==> src/rtl/bus_decoder.sv <==
// Address decoder and read-data mux between the 6502 core and NSLV memory-mapped slaves.
// Stretches slow accesses through RDY and flags accesses that hit no slave window.
module bus_decoder #(
  parameter int unsigned NSLV   = 4,
  parameter int unsigned ADDR_W = 16,
  parameter int unsigned DATA_W = 8,
  parameter logic [NSLV*ADDR_W-1:0] BASE = '0,
  parameter logic [NSLV*ADDR_W-1:0] MASK = '0,
  parameter logic [NSLV*4-1:0]      WAIT = '0,
  parameter logic [DATA_W-1:0]      OPEN_BUS = 8'hFF
) (
  input  logic                   clk,
  input  logic                   rst,
  input  logic [ADDR_W-1:0]      addr,
  input  logic [DATA_W-1:0]      dbw,
  input  logic                   we,
  output logic                   rdy,
  output logic [DATA_W-1:0]      dbr,
  output logic [NSLV-1:0]        slv_sel,
  output logic [NSLV-1:0]        slv_we,
  input  logic [NSLV*DATA_W-1:0] slv_dbr,
  output logic                   err,
  output logic [ADDR_W-1:0]      err_addr,
  input  logic                   err_clr
);

  localparam int unsigned IdxW = (NSLV > 1) ? $clog2(NSLV) : 1;

  typedef enum logic [0:0] {StIdle, StWait} state_e;

  state_e              state_q, state_d;
  logic [3:0]          cnt_q, cnt_d;
  logic [IdxW-1:0]     idx_q, idx_d;
  logic                sel_vld_q, sel_vld_d;
  logic [IdxW-1:0]     sel_idx_q, sel_idx_d;
  logic                err_q, err_d;
  logic [ADDR_W-1:0]   err_addr_q, err_addr_d;

  logic                hit;
  logic [IdxW-1:0]     hit_idx;
  logic [3:0]          hit_wait;
  logic                cur_hit;
  logic [IdxW-1:0]     cur_idx;
  logic                done;
  logic                rdy_int;
  logic [NSLV-1:0]     we_vec;

  // Write data goes straight from the CPU to the slaves; the decoder never looks at it.
  logic unused_dbw;
  assign unused_dbw = ^dbw;

  // Priority decode: the lowest matching index wins on overlapping windows.
  always_comb begin
    hit      = 1'b0;
    hit_idx  = '0;
    hit_wait = '0;
    slv_sel  = '0;
    for (int i = 0; i < NSLV; i++) begin
      if (!hit && ((addr & MASK[i*ADDR_W +: ADDR_W]) ==
                   (BASE[i*ADDR_W +: ADDR_W] & MASK[i*ADDR_W +: ADDR_W]))) begin
        hit        = 1'b1;
        hit_idx    = IdxW'(i);
        hit_wait   = WAIT[i*4 +: 4];
        slv_sel[i] = 1'b1;
      end
    end
  end

  always_comb begin
    state_d    = state_q;
    cnt_d      = cnt_q;
    idx_d      = idx_q;
    sel_vld_d  = sel_vld_q;
    sel_idx_d  = sel_idx_q;
    err_d      = err_q;
    err_addr_d = err_addr_q;
    rdy_int    = 1'b1;
    done       = 1'b0;
    cur_hit    = hit;
    cur_idx    = hit_idx;
    we_vec     = '0;

    unique case (state_q)
      StIdle: begin
        if (hit && (hit_wait != 4'd0)) begin
          rdy_int = 1'b0;
          cnt_d   = hit_wait - 4'd1;
          idx_d   = hit_idx;
          state_d = StWait;
        end else begin
          done = 1'b1;
        end
      end
      StWait: begin
        // Slave index was latched on entry; addr is held by the stalled CPU.
        cur_hit = 1'b1;
        cur_idx = idx_q;
        if (cnt_q != 4'd0) begin
          rdy_int = 1'b0;
          cnt_d   = cnt_q - 4'd1;
        end else begin
          done    = 1'b1;
          state_d = StIdle;
        end
      end
      default: state_d = StIdle;
    endcase

    if (done) begin
      sel_vld_d = cur_hit;
      sel_idx_d = cur_idx;
      if (we && cur_hit) begin
        we_vec[cur_idx] = 1'b1;
      end
    end

    // A new miss beats a simultaneous clear; otherwise the first fault is kept.
    if (done && !cur_hit && (!err_q || err_clr)) begin
      err_d      = 1'b1;
      err_addr_d = addr;
    end else if (err_clr && !(done && !cur_hit)) begin
      err_d      = 1'b0;
      err_addr_d = '0;
    end
  end

  always_ff @(posedge clk or negedge rst) begin
    if (!rst) begin
      state_q    <= StIdle;
      cnt_q      <= '0;
      idx_q      <= '0;
      sel_vld_q  <= 1'b0;
      sel_idx_q  <= '0;
      err_q      <= 1'b0;
      err_addr_q <= '0;
    end else begin
      state_q    <= state_d;
      cnt_q      <= cnt_d;
      idx_q      <= idx_d;
      sel_vld_q  <= sel_vld_d;
      sel_idx_q  <= sel_idx_d;
      err_q      <= err_d;
      err_addr_q <= err_addr_d;
    end
  end

  always_comb begin
    dbr = OPEN_BUS;
    for (int i = 0; i < NSLV; i++) begin
      if (sel_vld_q && (sel_idx_q == IdxW'(i))) begin
        dbr = slv_dbr[i*DATA_W +: DATA_W];
      end
    end
  end

  assign rdy      = rdy_int | ~rst;
  assign slv_we   = rst ? we_vec : '0;
  assign err      = err_q;
  assign err_addr = err_addr_q;

endmodule

==> config.mk <==
export PLATFORM = sky130hd
export DESIGN_NAME = bus_decoder
export DESIGN_NICKNAME = d
export VERILOG_FILES = /design/src/rtl/bus_decoder.sv
export SDC_FILE = /design/constraint.sdc
export NUM_CORES = 1
export LEC_CHECK = 0
export BUFFER_PORTS_ARGS = -buffer_cell sky130_fd_sc_hd__buf_2
export CAP_MARGIN = 20
export CORE_MARGIN = 2
export CORE_UTILIZATION = 28
export CTS_BUF_LIST = sky130_fd_sc_hd__clkbuf_4
export CTS_CLUSTER_SIZE = 16
export DETAILED_ROUTE_END_ITERATION = 7
export PLACE_DENSITY = 0.88
export SLEW_MARGIN = 20
export SYNTH_ARGS = -nofsm -noshare
export SYNTH_HDL_FRONTEND = slang
export SYNTH_SLANG_ARGS = --single-unit
==> constraint.sdc <==
create_clock -name clk -period 1.8 [get_ports clk]
set_input_delay 0.09 -clock clk [delete_from_list [all_inputs] [get_ports clk]]
set_output_delay 0.09 -clock clk [all_outputs]
set_load 0.02 [all_outputs]
### Word level (Yosys, flattened, before mapping)

Index checks and enable logic that the tools add are counted.

| word-level totals | value |
|---|---|
| bits in registers | 6 |
| word-level logic and storage cells | 20 |
| output and inout bits | 34 |
| bits of input ports | 60 |

| operators by class | value |
|---|---|
| $add $sub $neg | 1 |
| equal/unequal tests | 1 |
| multiplexer cells | 10 |
| reduce and logical (&&, ||, !) cells | 2 |
| bitwise operators | 3 |

Operators with widths:

| kind | count |
|---|---|
| two-way mux 4 bit | 4 |
| two-way mux 8 bit | 1 |
| one-hot mux 1 bit (2 select lines) | 2 |
| nonzero test 4 bit | 1 |
| subtractor 4 x 1 -> 4 bit (second input constant) | 1 |
| two-way mux 1 bit | 3 |
| != test 2 x 1 -> 1 bit (second input constant) | 1 |
| inverter 1 bit | 2 |
| AND reduction 2 bit | 1 |
| OR 1 bit | 1 |

### Depth between registers and ports, before layout

| logic depth | value |
|---|---|
| word-level depth | 5 |
| mapped depth | 6 |
| depth with buffers taken out | 5 |

### Least setup slack after synthesis

OpenSTA, ideal clock, no wires.

| timing | value |
|---|---|
| path type | reg-to-output |
| from | reg cnt_q[0] |
| to | out slv_we[0] |
| setup slack | 0.409 ns |
| data arrival time | 1.301 ns |
| data required time | 1.710 ns |
| buffers on the path | 1 |
| cell stages (with the launch flop) | 7 |
| cell sequence | dfrtp_1 > inv_1 > ha_1 > nand2b_1 > o21a_1 > buf_2 > nor2_1 |

| on the way | value |
|---|---|
| longest elaborated chain between the ends | 5 |

RTL lines:

| item | RTL line | RTL |
|---|---|---|
| start, declared | 32 | `logic [3:0] cnt_q, cnt_d;` |
| start signal, assigned | 138 | `cnt_q <= cnt_d;` |
| nonzero test 4 bit | 98 | `if (cnt_q != 4'd0) begin` |
| two-way mux 1 bit | 98 |  |
| one-hot mux 1 bit (2 select lines) | 83 | `unique case (state_q)` |
| two-way mux 4 bit | 109 | `if (done) begin` |
| two-way mux 4 bit | 157 | `assign slv_we = rst ? we_vec : '0;` |
| end, declared | 20 | `output logic [NSLV-1:0] slv_we,` |

No other way between the ends.

### Final worst setup path

Same ends and word-level chain as after synthesis.

==> impl_metrics.json <==
{
  "status": "finished, final reports clean",
  "rsz0062_at_grt": "false",
  "synth_warnings": 0,
  "fp-row-count": 15,
  "cts_sinks": 6,
  "r2r_cells": 5,
  "ir_drop_uv": 308,
  "crit_arrival_ps": 1530,
  "num_vias": 368,
  "drv_cap": 0,
  "core_mm2": 0.00173,
  "io_buffers": 20,
  "final_common_cell": "conb_1",
  "numCtsBuffers": 3,
  "clock_latency_ps": 240,
  "worst_hold_slack_ps": 224,
  "critPathKind": "reg2out",
  "clockPowerShare_pct": 34.4,
  "die_w_um": 46.7,
  "fin_crit_sh_pct": 90.0,
  "seqCellArea_um2": 150,
  "die-height_um": 46.7,
  "grt.overflow.total": 0,
  "antenna_found_initial": 0,
  "gp_congestion": 0.686,
  "wl_per_cell_um": 7.45,
  "fp.dieArea_mm2": 0.00218,
  "ant_nets": 0,
  "drc": 0,
  "synth_cell_types": 16,
  "post_cts_resized": 0,
  "final_cell_mix": "conb_1, buf_2, nand2b_1",
  "r2r_start": "cnt_q[0]$_DFFE_PN0P_",
  "final_hold_viol_count": 0,
  "initial_utilization_pct": 29.6,
  "htreeDepth": 1,
  "fin_area_um2": 572,
  "synthesis.area_um2": 510,
  "clockRootBuffer": "clkbuf_4",
  "p_int_uw": 231,
  "worstPathRequired_ps": 1710,
  "worst_setup_path_end_kind": "output port",
  "io_pins": 94,
  "r2r-end": "cnt_q[1]$_DFFE_PN0P_",
  "p_per_area_mw_per_mm2": 600,
  "grt.total_usage_pct": 7.55,
  "power.share.switching_pct": 32.6,
  "dp_hpwl_um": 672,
  "finalCriticalPeriod_ps": 1620,
  "cts_buffer_depth": 2,
  "grt_max_degree": 10,
  "leakagePower_nw": 0.328,
  "drtIter0Drc": 5,
  "firstDrtPassIters": 4,
  "power_uw": 343,
  "combPwrFrac_pct": 26.1,
  "cts_tree": "yes",
  "cts.reportedPaths.clkPinSlew_ps": 40,
  "fin_skew_ps": 1.47,
  "netlist_instances": 59,
  "fill_cells": 188,
  "layout.nets": 143,
  "postPlaceCellArea_um2": 539,
  "area_growth_pct": 12.0,
  "viasPerCell": 3.50,
  "syn_area_per_cell_um2": 8.65,
  "multi_input_area_um2": 250,
  "r2r_setup_slack_ps": 520,
  "switching_power_uw": 112,
  "grt_pass1_vias": 245,
  "min-delay-path-class": "in2async",
  "n_antenna_cell": 0,
  "slew_viol_final": 0,
  "wirelength_um": 782,
  "max_freq_mhz": 617,
  "setup_viol": 0,
  "finalCoreUtilization_pct": 33.1,
  "start_kind": "flip-flop",
  "grt_pass1_wl_um": 1080,
  "finalSetupTns_ps": 0,
  "drive_gt1_share_pct": 31.3,
  "ys_seq_area_share_pct": 29.4,
  "seq_power_share_pct": 39.5,
  "crit_fanout": 6,
  "ys_ff_latch": 6
}
==> critical path, cell delays in order, from the launching register on <==
cell and delay [ps]:
dfrtp_1 370, inv_1 90, ha_1 210, nand2b_1 90
o21a_1 250, nor2_1 120, buf_2 160
==> cell type report <==
type | instances | area share (%)
Inverter | 2 | 1.31
Clock buffer | 3 | 3.94
Sequential cell | 6 | 26.3
Tap cell | 25 | 5.47
Multi-Input combinational cell | 48 | 43.8
Timing Repair Buffer | 21 | 19.3
==> metrics by stage <==
| stage | instances | setup slack, ps |
|---|---|---|
| 6_report | 105 | 180 |
| 5_1_grt | 105 | 38.4 |
| 4_1_cts | 105 | 158 |
| 3_5_place_dp | 101 | 426 |
| 3_3_place_gp | 101 | 442 |
| 2_1_floorplan | 81 | 409 |
==> sequential cells by signal (all words and copies together) (netlist names) <==
signal     cells
sel_vld_q      1
state_q        1
cnt_q          4
==> per-layer routing <==
| layer | wire (um) | vias to the layer above | global-route usage (%) |
|---|---|---|---|
| met5 | 0 | - | 0 |
| met4 | 19 | 0 | 8.33 |
| met3 | 72 | 2 | 2.35 |
| met2 | 413 | 24 | 11.1 |
| met1 | 276 | 166 | 8.04 |
| li1 | - | 176 | - |
==> synth_stat cells <==
cell	n	share of area, %
or4b_4	1	2.7
nor2_1	1	0.73
conb_1	2	1.5
nand2_1	5	3.7
buf_2	1	0.98
mux2i_1	1	2.0
buf_4	24	35
inv_1	2	1.5
nor3_2	1	2.0
o21a_1	1	1.5
o21ai_0	1	0.98
ha_1	1	2.5
xnor2_1	1	1.7
dfrtp_1	6	29
nand2b_1	10	12
a21o_1	1	1.5
==> worst max-delay path by stage <==
stage | slack (ps) | start | endpoint | depth (start not counted)
3_3_place_gp | 440 | cnt_q[0]$_DFFE_PN0P_ | slv_we[0] | 6
3_5_place_dp | 430 | cnt_q[0]$_DFFE_PN0P_ | slv_we[0] | 6
2_1_floorplan | 410 | cnt_q[0]$_DFFE_PN0P_ | slv_we[0] | 6
5_1_grt | 40 | cnt_q[0]$_DFFE_PN0P_ | slv_we[0] | 6
6_report | 180 | cnt_q[0]$_DFFE_PN0P_ | slv_we[0] | 6
4_1_cts | 160 | cnt_q[0]$_DFFE_PN0P_ | slv_we[0] | 6
==> timing repair <==
action | in CTS | in global routing
hold endpoints to repair | 6 | 0
hold buffers | 1 | 0
setup buffers | 0 | 0
==> power groups by stage <==
stage               logic (mW)  registers (mW)  clock network, mW
finish                  0.0896           0.135              0.118
global route            0.0988           0.135              0.139
CTS                     0.0891           0.135              0.126
detailed placement      0.0874           0.137                  0
global placement        0.0865           0.137                  0
floorplan                0.105           0.137                  0
==> cells by family (layout without fill, tap and decap cells) <==
kind of cell,Yosys count,count (layout),synth area share (%)
mux,1,1,1.96
flops,6,6,29.4
buf+inv,27,26,37.7
xor+xnor,1,1,1.72
compound gates,3,3,3.92
other cells,2,24,1.47
fa+ha+maj,1,1,2.45
simple gates,18,18,21.3
Note: power is estimated with default switching activity, not from simulation.
